[config.mk]
export PLATFORM = sky130hd
export DESIGN_NAME = d_flipflop
export DESIGN_NICKNAME = d
export VERILOG_FILES = /design/src/rtl/d_flipflop_pkg.sv /design/src/rtl/d_flipflop_parity.sv /design/src/rtl/d_flipflop.sv
export SDC_FILE = /design/constraint.sdc
export NUM_CORES = 1
export LEC_CHECK = 0
export ABC_AREA = 1
export BUFFER_PORTS_ARGS = -buffer_cell sky130_fd_sc_hd__buf_2
export CAP_MARGIN = 20
export CORE_AREA = 2 2 39 41
export CTS_BUF_LIST = sky130_fd_sc_hd__clkbuf_2
export CTS_CLUSTER_SIZE = 40
export DETAILED_ROUTE_END_ITERATION = 10
export DIE_AREA = 0 0 41 43
export GPL_TIMING_DRIVEN = 0
export PLACE_DENSITY_LB_ADDON = 0.15
export SYNTH_ARGS = -nofsm -noshare
export SYNTH_HDL_FRONTEND = slang
export SYNTH_SLANG_ARGS = --single-unit
[constraint.sdc]
create_clock -name clk -period 0.8 [get_ports clk]
set_input_delay 0.12 -clock clk [delete_from_list [all_inputs] [get_ports clk]]
set_output_delay 0.12 -clock clk [all_outputs]
set_load 0.02 [all_outputs]
[src/rtl/d_flipflop_pkg.sv]
// ---------------------------------------------------------------------------
// d_flipflop_pkg
// Shared definitions for the d_flipflop register primitive:
//   DFF_DEFAULT_WIDTH      - default data width
//   DFF_DEFAULT_RESET_VAL  - default per-bit reset/clear value
//   bit_edge_t / bit_edge  - per-bit rise/fall detection from old/new values
// ---------------------------------------------------------------------------
package d_flipflop_pkg;

    localparam int   DFF_DEFAULT_WIDTH     = 1;
    localparam logic DFF_DEFAULT_RESET_VAL = 1'b0;

    // Edge flags for one bit, packed so a caller can unpack it straight
    // into {rise, fall} with a concatenation.
    typedef struct packed {
        logic rise;
        logic fall;
    } bit_edge_t;

    function automatic bit_edge_t bit_edge(input logic old_bit, input logic new_bit);
        bit_edge_t e;
        e.rise = ~old_bit & new_bit;
        e.fall = old_bit & ~new_bit;
        return e;
    endfunction

endpackage

[src/rtl/d_flipflop_parity.sv]
// ---------------------------------------------------------------------------
// d_flipflop_parity
// Parity guard for d_flipflop (only instantiated when D_FLIPFLOP_PARITY_EN
// is defined). Stores the parity of every value written into the register
// and flags a sticky error when the register's current contents no longer
// match the stored parity.
// Ports:
//   clk, rst_n  - clock, asynchronous active-low reset
//   clr         - synchronous clear (clears the error, reloads reset parity)
//   en          - load enable of the guarded register
//   d           - data being loaded into the guarded register
//   q           - current contents of the guarded register
//   parity_err  - registered, sticky parity error flag
// ---------------------------------------------------------------------------
module d_flipflop_parity #(
    parameter int               WIDTH     = 1,
    parameter logic [WIDTH-1:0] RESET_VAL = '0
) (
    input  logic             clk,
    input  logic             rst_n,
    input  logic             clr,
    input  logic             en,
    input  logic [WIDTH-1:0] d,
    input  logic [WIDTH-1:0] q,
    output logic             parity_err
);

    logic par_reg;

    // Stored parity tracks exactly what the register was told to hold,
    // so a corrupted register bit shows up as a disagreement with ^q.
    always_ff @(posedge clk or negedge rst_n) begin
        if (!rst_n) begin
            par_reg    <= ^RESET_VAL;
            parity_err <= 1'b0;
        end else if (clr) begin
            par_reg    <= ^RESET_VAL;
            parity_err <= 1'b0;
        end else begin
            if (en) begin
                par_reg <= ^d;
            end
            if ((^q) != par_reg) begin
                parity_err <= 1'b1;
            end
        end
    end

endmodule

[src/rtl/d_flipflop.sv]
// ---------------------------------------------------------------------------
// d_flipflop
// Parameterised rising-edge D register with load enable, synchronous clear,
// previous-value stage and per-bit rise/fall/change flags.
// Optional parity guard enabled by defining D_FLIPFLOP_PARITY_EN, which adds
// the parity_err output.
// Ports:
//   clk      - rising-edge clock
//   rst_n    - asynchronous active-low reset
//   D        - data to capture
//   en       - load enable (1 = capture D, 0 = hold)
//   clr      - synchronous clear to RESET_VAL, priority over en
//   Q        - registered data
//   Q_n      - bitwise complement of Q
//   q_prev   - value Q held before its most recent update
//   rise     - per-bit 0->1 flags for the last update
//   fall     - per-bit 1->0 flags for the last update
//   changed  - OR-reduction of rise|fall
//   parity_err (D_FLIPFLOP_PARITY_EN only) - sticky parity error
// ---------------------------------------------------------------------------
module d_flipflop
    import d_flipflop_pkg::*;
#(
    parameter int               WIDTH     = DFF_DEFAULT_WIDTH,
    parameter logic [WIDTH-1:0] RESET_VAL = {WIDTH{DFF_DEFAULT_RESET_VAL}}
) (
    input  logic             clk,
    input  logic             rst_n,
    input  logic [WIDTH-1:0] D,
    input  logic             en,
    input  logic             clr,
    output logic [WIDTH-1:0] Q,
    output logic [WIDTH-1:0] Q_n,
    output logic [WIDTH-1:0] q_prev,
    output logic [WIDTH-1:0] rise,
    output logic [WIDTH-1:0] fall,
    output logic             changed
`ifdef D_FLIPFLOP_PARITY_EN
    ,
    output logic             parity_err
`endif
);

    logic [WIDTH-1:0] q_reg,    q_next;
    logic [WIDTH-1:0] prev_reg, prev_next;
    logic [WIDTH-1:0] rise_reg, rise_next;
    logic [WIDTH-1:0] fall_reg, fall_next;

    // Next-state selection: clr beats en, and any update (even one that
    // rewrites the same value) refreshes q_prev. Flags only live for the
    // cycle after an update, so they default to zero.
    always_comb begin
        q_next    = q_reg;
        prev_next = prev_reg;
        rise_next = '0;
        fall_next = '0;
        if (clr) begin
            q_next = RESET_VAL;
        end else if (en) begin
            q_next = D;
        end
        if (clr || en) begin
            prev_next = q_reg;
            for (int i = 0; i < WIDTH; i++) begin
                {rise_next[i], fall_next[i]} = bit_edge(q_reg[i], q_next[i]);
            end
        end
    end

    always_ff @(posedge clk or negedge rst_n) begin
        if (!rst_n) begin
            q_reg    <= RESET_VAL;
            prev_reg <= RESET_VAL;
            rise_reg <= '0;
            fall_reg <= '0;
        end else begin
            q_reg    <= q_next;
            prev_reg <= prev_next;
            rise_reg <= rise_next;
            fall_reg <= fall_next;
        end
    end

    assign Q       = q_reg;
    assign Q_n     = ~q_reg;
    assign q_prev  = prev_reg;
    assign rise    = rise_reg;
    assign fall    = fall_reg;
    assign changed = |(rise_reg | fall_reg);

`ifdef D_FLIPFLOP_PARITY_EN
    d_flipflop_parity #(
        .WIDTH     (WIDTH),
        .RESET_VAL (RESET_VAL)
    ) u_parity (
        .clk        (clk),
        .rst_n      (rst_n),
        .clr        (clr),
        .en         (en),
        .d          (D),
        .q          (q_reg),
        .parity_err (parity_err)
    );
`endif

endmodule

==> metrics.cfg, run 1 <==
[logic_synthesis]
ys_types = 10
synth_fa_ha_area_share_pct = 0
async_flop_share_pct = 100.0
synth_top_area_share_pct = 54.42
yosys-mux-area-fraction_pct = 0
synth_fp_nets = 27
synth_top_cells_by_count = nand2_1 (5), dfrtp_1 (4), nand2_2 (3), nor2_1 (3), inv_2 (2)
synth_seq_cells = 4
ys_seq_area_share_pct = 54.42
yosys_warnings = 0
synth-edff-count = 0
synth_top_family_by_area = simple AND/OR/NAND/NOR gates
synthTopCellsByArea = dfrtp_1 (54%), nand2_1 (10%), nand2_2 (10%)
postSynthAreaPerCell_sq_um = 8.360
synth_flop_cell = dfrtp_1
yosysMostFrequentCell = nand2_1
synth_compound_area_share_pct = 0
synth_xor_area_share_pct = 0
syn_area_sq_um = 183.9
yosys.area_share.simple_pct = 36.05
synthCells = 22
synth_top_area_cell = dfrtp_1

[timing]
fmax_mhz = 939.3
slew_headroom_pct = 91.95
fin_crit_ps = 1065
whs_ps = 181.0
fin_crit_sh_pct = 133.1
rsz0062_at_grt = true
worst_pin_slew_ps = 120.8
hold_violations = 0
setup_viol = 9
drv_slew = 0
setup_ws_ps = -264.7
skew_ps = 2.304

[critical_path]
cp-end-kind = output pin
crit_arrival_ps = 940
worst-path-buf-inv = 1
cp_slowest_cell = dfrtp_1
cp.required_ps = 680
crit_chain = or2_4 > buf_6
cp_top_family = flip-flops
critPathMaxFanout = 2
path_class = flop to output pin
critPathMaxStageDelay_ps = 370
startpoint_type = flop

[die]
fp.dieArea_sq_mm = 0.001763
fp.dieH_um = 43
row_count = 14
core_area_sq_mm = 0.001384
start_util_pct = 13.29
fp.dieW_um = 41
pin_count = 11

[min_path]
hp-class = input pin to flop

[global_routing]
grt_pass1_wl_um = 683
grt_max_degree = 5
grt-ovfl-total = 0
grt.total_usage_pct = 6.546
antenna_found_initial = 0
first_global_vias = 182

[pwr]
worst_ir_drop_vdd_mv = 0.4737
powerDensity_mw_per_mm2 = 1522
p_leak_uw = 0.0002031
total_power_uw = 577.2

[drt]
avgRoutedWirePerCell_um = 8.018
dr_total_vias = 199
post-route-drc-count = 0
drt-initial-drc-count = 0
dr.pass1.iters = 1
viasPerCell = 3.491
drt_wl_total_um = 457
antenna_left = 0

[clocking]
cts.clk_slew.worst_paths_ps = 40
clkLatencyLatePin_ps = 200
cts_tree = yes
htreeDepth = 1
numCtsBuffers = 3
cts.path.max_buffers = 2
numClockSinks = 4
root_buffer = clkbuf_2

[final_layout]
area_growth_syn_to_layout_pct = 106.1
fill_cells = 159
postLayoutCoreUtil_pct = 27.40
final_cell_area_sq_um = 379.1
diodes = 0
fin_cells = 57
fin_nets = 48
drive_gt1_share_pct = 78.05

[place]
routabilityCongestion = 0.7125
place_area_sq_um = 259.0
dp_cells = 48
io_buffer_count = 10

[run]
max_cap_viol_count = 0

[status]
status = finished, violations left
failed_checks = setup timing

-- worst min-delay path: cells and delay by family --
family	cells	cell delay, ps
simple gates	2	80
buf+inv	2	140
-- layout by cell type, fill, tap and decap left out --
master         instances
buf_6                  8
nand2_2                5
buf_2                  5
nand2_1                3
clkbuf_2               3
dfrtp_2                2
inv_2                  2
nor2_2                 2
dfrtp_1                2
buf_4                  2
nor2_4                 1
inv_1                  1
inv_4                  1
nor2_1                 1
nand3_1                1
or2_4                  1
dlygate4sd3_1          1
-- worst paths after layout --
path                       startpoint  cells after the start  endpoint  slack (ps)
setup / recovery                 rise                      2   changed        -260
hold / removal                    clr                      4         Q         180
min in group asynchronous       rst_n                      2      fall         250
hold reg to reg                q_prev                      3    q_prev         630
setup reg to reg                    Q                      4         Q         -80
max in group asynchronous       rst_n                      2         Q         420
-- per-layer routing --
layer | part of all wire (%) | GRT usage (%) | vias to the layer above
li1 | - | - | 103
met1 | 41 | 7.143 | 85
met2 | 52 | 6.875 | 11
met3 | 6.8 | 3.141 | 0
met4 | 0 | 10.00 | 0
met5 | 0 | 0 | -
-- power breakdown --
part	switching [uW]	leakage, uW	internal, uW
logic	80.4	0.000140	92.4
clock network	76.7	0.0000125	101
registers	10.2	0.0000502	217
-- kinds of logic (layout without fill, tap and decap cells) --
group         after synthesis  after routing
simple gates               14             14
flops                       4              4
buf+inv                     4             23
-- final cells by class --
class | count | area, sq um | share of cell area, %
Timing Repair Buffer | 16 | 140.1 | 36.96
Sequential cell | 4 | 102.6 | 27.06
Multi-Input combinational cell | 14 | 83.83 | 22.11
Tap cell | 16 | 20.02 | 5.281
Inverter | 4 | 17.52 | 4.620
Clock buffer | 3 | 15.01 | 3.960
-- per-stage QoR --
stage / TNS [ps] / setup WS, ps
2_1_floorplan: -37.34 / -37.34
3_3_place_gp: -81.17 / -81.17
3_5_place_dp: -88.61 / -88.61
4_1_cts: -831.4 / -283.4
5_1_grt: -1269 / -316.4
6_report: -886.3 / -264.7
-- timing repair --
action,4_1_cts,5_1_grt
hold buffers,1,0
hold endpoints to repair,4,0
pin swaps,2,2
endpoints found under the setup margin,6,9
resized for setup,10,8
cloned,0,0
buffers inserted,3,2
Note: power is estimated with default switching activity, not from simulation.
==> inputs of run 2 (changes only) <==
==> constraint.sdc (replaced) <==
create_clock -name clk -period 1.08 [get_ports clk]
set_input_delay 0.162 -clock clk [delete_from_list [all_inputs] [get_ports clk]]
set_output_delay 0.162 -clock clk [all_outputs]
set_load 0.005 [all_outputs]
==> run 2 against run 1 <==
Net effect: critical endpoint unchanged; flip-flop and latch count unchanged; total power down 39%; critical path type unchanged; global-route usage is 1.5 points lower; register-to-register slack gained 470 ps; sequential share of layout area rose by 8.8 points; clock-buffer cell count did not move; cell area is 26% lower; clock power down 27%; the flow now finishes without violations; critical path depth unchanged; clock skew shrank 1.3 ps; via count shrank 19%.
==> metrics.cfg, run 2 (synthesized netlist as in run 1, its figures left out) <==
[pwr]
clkPwrFrac_pct = 36.5  ; +5.8 points
p_switching_uw = 89.99  ; -46%
pwr-share-seq_pct = 47.0  ; +7.7 points
p_int_uw = 262.4  ; -36%
swShare_pct = 25.53  ; -3.5 points
p_leak_uw = 0.0001679  ; -17%
total_power_uw = 352.4  ; -39%
worst_ir_drop_vdd_mv = 0.2050  ; -57%
powerDensity_mw_per_mm2 = 1263  ; -17%
combPwrFrac_pct = 16.5  ; -13 points

[clocking]
root_buffer = clkbuf_2
cts_tree = yes
cts.clk_slew.worst_paths_ps = 40  ; about the same
cts.path.max_buffers = 2  ; unchanged
numClockSinks = 4  ; unchanged
numCtsBuffers = 3  ; unchanged
ctsResizeCount = 0  ; -10
htreeDepth = 1  ; unchanged
clkLatencyLatePin_ps = 200  ; about the same

[timing]
fin_crit_ps = 1050
rsz0062_at_grt = true
drv_slew = 0  ; unchanged
worst_pin_slew_ps = 149.6  ; +28.78 ps
hold_violations = 0  ; unchanged
skew_ps = 0.9689  ; -1.335 ps
slew_headroom_pct = 90.03  ; -1.9 points
setup_viol = 0  ; -9
setup_ws_ps = 29.56  ; +294.2 ps
whs_ps = 218.3  ; +37.31 ps
fmax_mhz = 952.0
fin_crit_sh_pct = 97.26

[drt]
dr.pass1.iters = 2  ; +1
dr_total_vias = 162  ; -19%
post-route-drc-count = 0  ; unchanged
viasPerCell = 3.115  ; -11%
drt_wl_total_um = 362  ; -21%
avgRoutedWirePerCell_um = 6.962  ; -13%
antenna_left = 0  ; unchanged
drt-initial-drc-count = 2  ; +2

[final_layout]
final_common_cell = buf_2
mostFrequentLayoutCells = buf_2 (10), nand2_1 (5), dfrtp_1 (4)
drive_gt1_share_pct = 55.56  ; -22 points
diodes = 0  ; unchanged
postLayoutCoreUtil_pct = 20.16  ; -7.2 points
fin_nets = 43  ; -10%
fill_cells = 161  ; +1.3%
area_growth_syn_to_layout_pct = 51.70

[die]
row_count = 14  ; unchanged
fp.dieH_um = 43  ; unchanged
start_util_pct = 13.29  ; unchanged
fp.dieArea_sq_mm = 0.001763  ; unchanged
core_area_sq_mm = 0.001384  ; unchanged
pin_count = 11  ; unchanged
fp.dieW_um = 41  ; unchanged

[min_path]
hp-class = input pin to flop

[critical_path]
cp-end-kind = output pin
crit_chain = or2_1 > buf_2
critPathMaxFanout = 2  ; unchanged
cp.required_ps = 920  ; +240 ps
startpoint_type = flop
r2r_setup_slack_ps = 390  ; +470 ps
critPathMaxStageDelay_ps = 360  ; about the same
cp_slowest_cell = dfrtp_1
crit_arrival_ps = 890  ; -50 ps
path_class = flop to output pin

[global_routing]
grt_pass1_wl_um = 476  ; -30%
grt_max_degree = 5  ; unchanged
antenna_found_initial = 0  ; unchanged
grt.total_usage_pct = 5.025  ; -1.5 points
grt-ovfl-total = 0  ; unchanged
first_global_vias = 145  ; -20%

[place]
dpl.hpwl_um = 309.7
routabilityCongestion = 0.5448  ; -24%
io_buffer_count = 10  ; unchanged
place_ws_ps = 237.2  ; +325.8 ps

[status]
status = finished, final reports clean

[run]
max_cap_viol_count = 0  ; unchanged

[run 2: path summary, 6_finish.rpt]
path	start	endpoint	cells after the start
worst max register to register	Q	rise	3
worst min register to register	q_prev	q_prev	2
max in group asynchronous	rst_n	q_prev	2
worst max-delay path	fall	changed	2
worst min-delay path	en	rise	3
min in group asynchronous	rst_n	rise	2
[run 2: worst max-delay path, delay by kind of cell (launching register included)]
kind          cells  cell delay, ps
buf+inv           1             120
simple gates      1             210
flops             1             360
[run 2: area by class of cell]
cell class	instances	area (sq um)	share of cell area [%]
clock buffers	3	15.01	5.381
well taps	16	20.02	7.175
inverters	4	17.52	6.278
repair buffers	11	60.06	21.52
multi-input cells	14	66.31	23.77
flip-flops and latches	4	100.1	35.87
[run 2: layer usage]
| metal | global-route usage, % | vias up | wire length [um] |
|---|---|---|---|
| li1 | - | 92 | - |
| met1 | 5.484 | 61 | 150 |
| met2 | 4.688 | 9 | 162 |
| met3 | 0 | 0 | 49 |
| met4 | 12.00 | 0 | 0 |
| met5 | 0 | - | 0 |
[run 2: stage by stage]
stage	setup TNS (ps)	instances	area, sq um
6_report	0	52	279.0
5_1_grt	-15.95	52	279.0
4_1_cts	0	52	279.0
3_5_place_dp	0	48	254.0
3_3_place_gp	0	48	254.0
2_1_floorplan	0	22	183.9
[run 2: power groups by stage]
stage	logic (uW)	clock network [uW]	registers (uW)
after floorplan	25.9	0	168
after global placement	56.5	0	168
after detailed placement	56.9	0	168
after CTS	59.6	140	166
after global routing	66.2	147	166
final	58.1	129	166
[run 2: what timing repair did]
item / 4_1_cts / 5_1_grt
hold endpoints to repair: 4 / 0
setup endpoints to repair: 0 / 1
setup buffers: 0 / 0
hold buffers: 1 / 0
==> inputs of run 3 (changes only) <==
--- a/config.mk
+++ b/config.mk
@@ -10,11 +10,11 @@
 export CAP_MARGIN = 20
 export CORE_AREA = 2 2 39 41
 export CTS_BUF_LIST = sky130_fd_sc_hd__clkbuf_2
-export CTS_CLUSTER_SIZE = 40
+export CTS_CLUSTER_SIZE = 28
 export DETAILED_ROUTE_END_ITERATION = 10
 export DIE_AREA = 0 0 41 43
 export GPL_TIMING_DRIVEN = 0
-export PLACE_DENSITY_LB_ADDON = 0.15
+export PLACE_DENSITY = 0.32
 export SYNTH_ARGS = -nofsm -noshare
 export SYNTH_HDL_FRONTEND = slang
 export SYNTH_SLANG_ARGS = --single-unit
==> run 3 against run 2 <==
Net effect: utilization did not move; wire length up 3.3%; total power is essentially flat; worst setup slack got worse by 4.9 ps; hold slack better by 2.8 ps; sequential share of layout area is the same; non-clock buffer count unchanged; first-iteration DRC count fell by 50%; register-to-register slack about the same; clock skew is 0.98 ps higher; clock-buffer cell count is the same.
==> metrics.cfg, run 3 (synthesized netlist as in run 1, its figures left out) <==
[critical_path]
critPathMaxFanout = 2  ; unchanged
r2r_setup_slack_ps = 380  ; about the same
rr_worst_depth = 3  ; unchanged
timing.rr.start = Q
critPathMaxStageDelay_ps = 360  ; about the same
crit_chain = or2_1 > buf_2
cp_slowest_cell = dfrtp_1
crit_start = rise
cp-endpoint = changed
cp-end-kind = output pin
path_class = flop to output pin
r2r-end = rise
crit_arrival_ps = 890  ; about the same
cp.required_ps = 920  ; about the same
startpoint_type = flop

[pwr]
combPwrFrac_pct = 16.5  ; about the same
powerDensity_mw_per_mm2 = 1264  ; about the same
p_leak_uw = 0.0001679  ; about the same
clkPwrFrac_pct = 36.4  ; about the same
worst_ir_drop_vdd_mv = 0.2854  ; +39%
p_int_uw = 262.4  ; about the same
pwr-share-seq_pct = 47.1  ; about the same
swShare_pct = 25.57  ; +0.036 points
p_switching_uw = 90.16  ; +0.19%

[drt]
drt-initial-drc-count = 1  ; -1
antenna_left = 0  ; unchanged
drt_wl_total_um = 374  ; +3.3%
avgRoutedWirePerCell_um = 7.192  ; +3.3%
viasPerCell = 3.250  ; +4.3%
dr.pass1.iters = 2  ; unchanged
dr_total_vias = 169  ; +4.3%
post-route-drc-count = 0  ; unchanged

[clocking]
htreeDepth = 1  ; unchanged
cts.path.max_buffers = 2  ; unchanged
numCtsBuffers = 3  ; unchanged
ctsResizeCount = 0  ; unchanged
cts_tree = yes
cts.clk_slew.worst_paths_ps = 40  ; about the same
root_buffer = clkbuf_2
post-cts-setup-buffer-count = 0  ; unchanged
clkLatencyLatePin_ps = 200  ; about the same
numClockSinks = 4  ; unchanged

[final_layout]
fin_nets = 43  ; unchanged
area_growth_syn_to_layout_pct = 51.70  ; unchanged
diodes = 0  ; unchanged
final_common_cell = buf_2
drive_gt1_share_pct = 55.56  ; unchanged
mostFrequentLayoutCells = buf_2 (10), nand2_1 (5), dfrtp_1 (4)

[die]
core_area_sq_mm = 0.001384  ; unchanged
pin_count = 11  ; unchanged
fp.dieH_um = 43  ; unchanged
fp.dieW_um = 41  ; unchanged
fp.dieArea_sq_mm = 0.001763  ; unchanged
row_count = 14  ; unchanged
start_util_pct = 13.29  ; unchanged

[timing]
rsz0062_at_grt = true
skew_ps = 1.946  ; +0.9769 ps
fin_crit_sh_pct = 97.72  ; +0.45 points
whs_ps = 221.1  ; +2.807 ps
setup_viol = 0  ; unchanged
fin_crit_ps = 1055  ; +4.883 ps
drv_slew = 0  ; unchanged
hold_violations = 0  ; unchanged
fin_tns_setup_ps = 0  ; unchanged
worst_pin_slew_ps = 160.7  ; +11.08 ps
slew_headroom_pct = 89.29  ; -0.74 points
fmax_mhz = 947.6  ; -0.46%

[status]
status = finished, final reports clean

[place]
dpl.hpwl_um = 303.3  ; -2.1%
routabilityCongestion = 0.7237  ; +33%
io_buffer_count = 10  ; unchanged

[global_routing]
grt_pass1_wl_um = 634  ; +33%
grt-ovfl-total = 0  ; unchanged
grt.total_usage_pct = 6.131  ; +1.1 points
grt_max_degree = 5  ; unchanged
first_global_vias = 163  ; +12%
antenna_found_initial = 0  ; unchanged

[run]
max_cap_viol_count = 0  ; unchanged

[min_path]
hp-class = input pin to flop

[run 3: worst min path at each step]
stage | depth (start not counted) | slack (ps) | endpoint | startpoint
3_5_place_dp | 1 | -30 | q_prev | rst_n
6_report | 3 | 220 | rise | en
4_1_cts | 3 | 200 | rise | en
2_1_floorplan | 0 | -130 | Q | rst_n
5_1_grt | 4 | 230 | Q | clr
3_3_place_gp | 1 | -30 | Q | rst_n
[run 3: final cells by class]
type,instances,area [sq um]
clock buffer,3,15.01
timing repair buffer,11,60.06
tap,16,20.02
inverter,4,17.52
fill,164,1105
multi-input combinational,14,66.31
sequential,4,100.1
[run 3: power by group through the flow]
stage / combinational [uW] / clock [uW] / sequential (uW)
after floorplan: 25.9 / 0 / 168
after global placement: 56.7 / 0 / 168
after detailed placement: 56.2 / 0 / 168
after CTS: 59.2 / 140 / 166
after global routing: 67.6 / 153 / 167
final: 58.0 / 128 / 166
[run 3: stage by stage]
stage | total power [uW] | instance area (sq um) | cells | utilization [%] | setup WS (ps)
finish | 352.6 | 279.0 | 52 | 20.16 | 24.68
global route | 388.1 | 279.0 | 52 | 20.16 | -31.89
CTS | 365.4 | 279.0 | 52 | 20.16 | 1.363
detailed placement | 224.5 | 254.0 | 48 | 18.35 | 232.4
global placement | 224.3 | 254.0 | 48 | 18.35 | 238.8
floorplan | 194.1 | 183.9 | 22 | - | 322.6
[run 3: per-layer routing]
| layer | up-vias | global-route usage, % | routed length [um] |
|---|---|---|---|
| li1 | 92 | - | - |
| met1 | 68 | 7.419 | 173 |
| met2 | 9 | 6.250 | 160 |
| met3 | 0 | 1.571 | 39 |
| met4 | 0 | 10.00 | 0 |
| met5 | - | 0 | 0 |
[run 3: repair_timing]
action	in CTS	in global routing
hold buffers	1	0
endpoints found under the hold margin	4	0
setup endpoints to repair	0	1
[run 3: critical path: cells and delay by family, from the launching register on]
family                 cells  cell delay, ps
buffers and inverters      1             120
AND/OR/NAND/NOR            1             210
flip-flops                 1             360
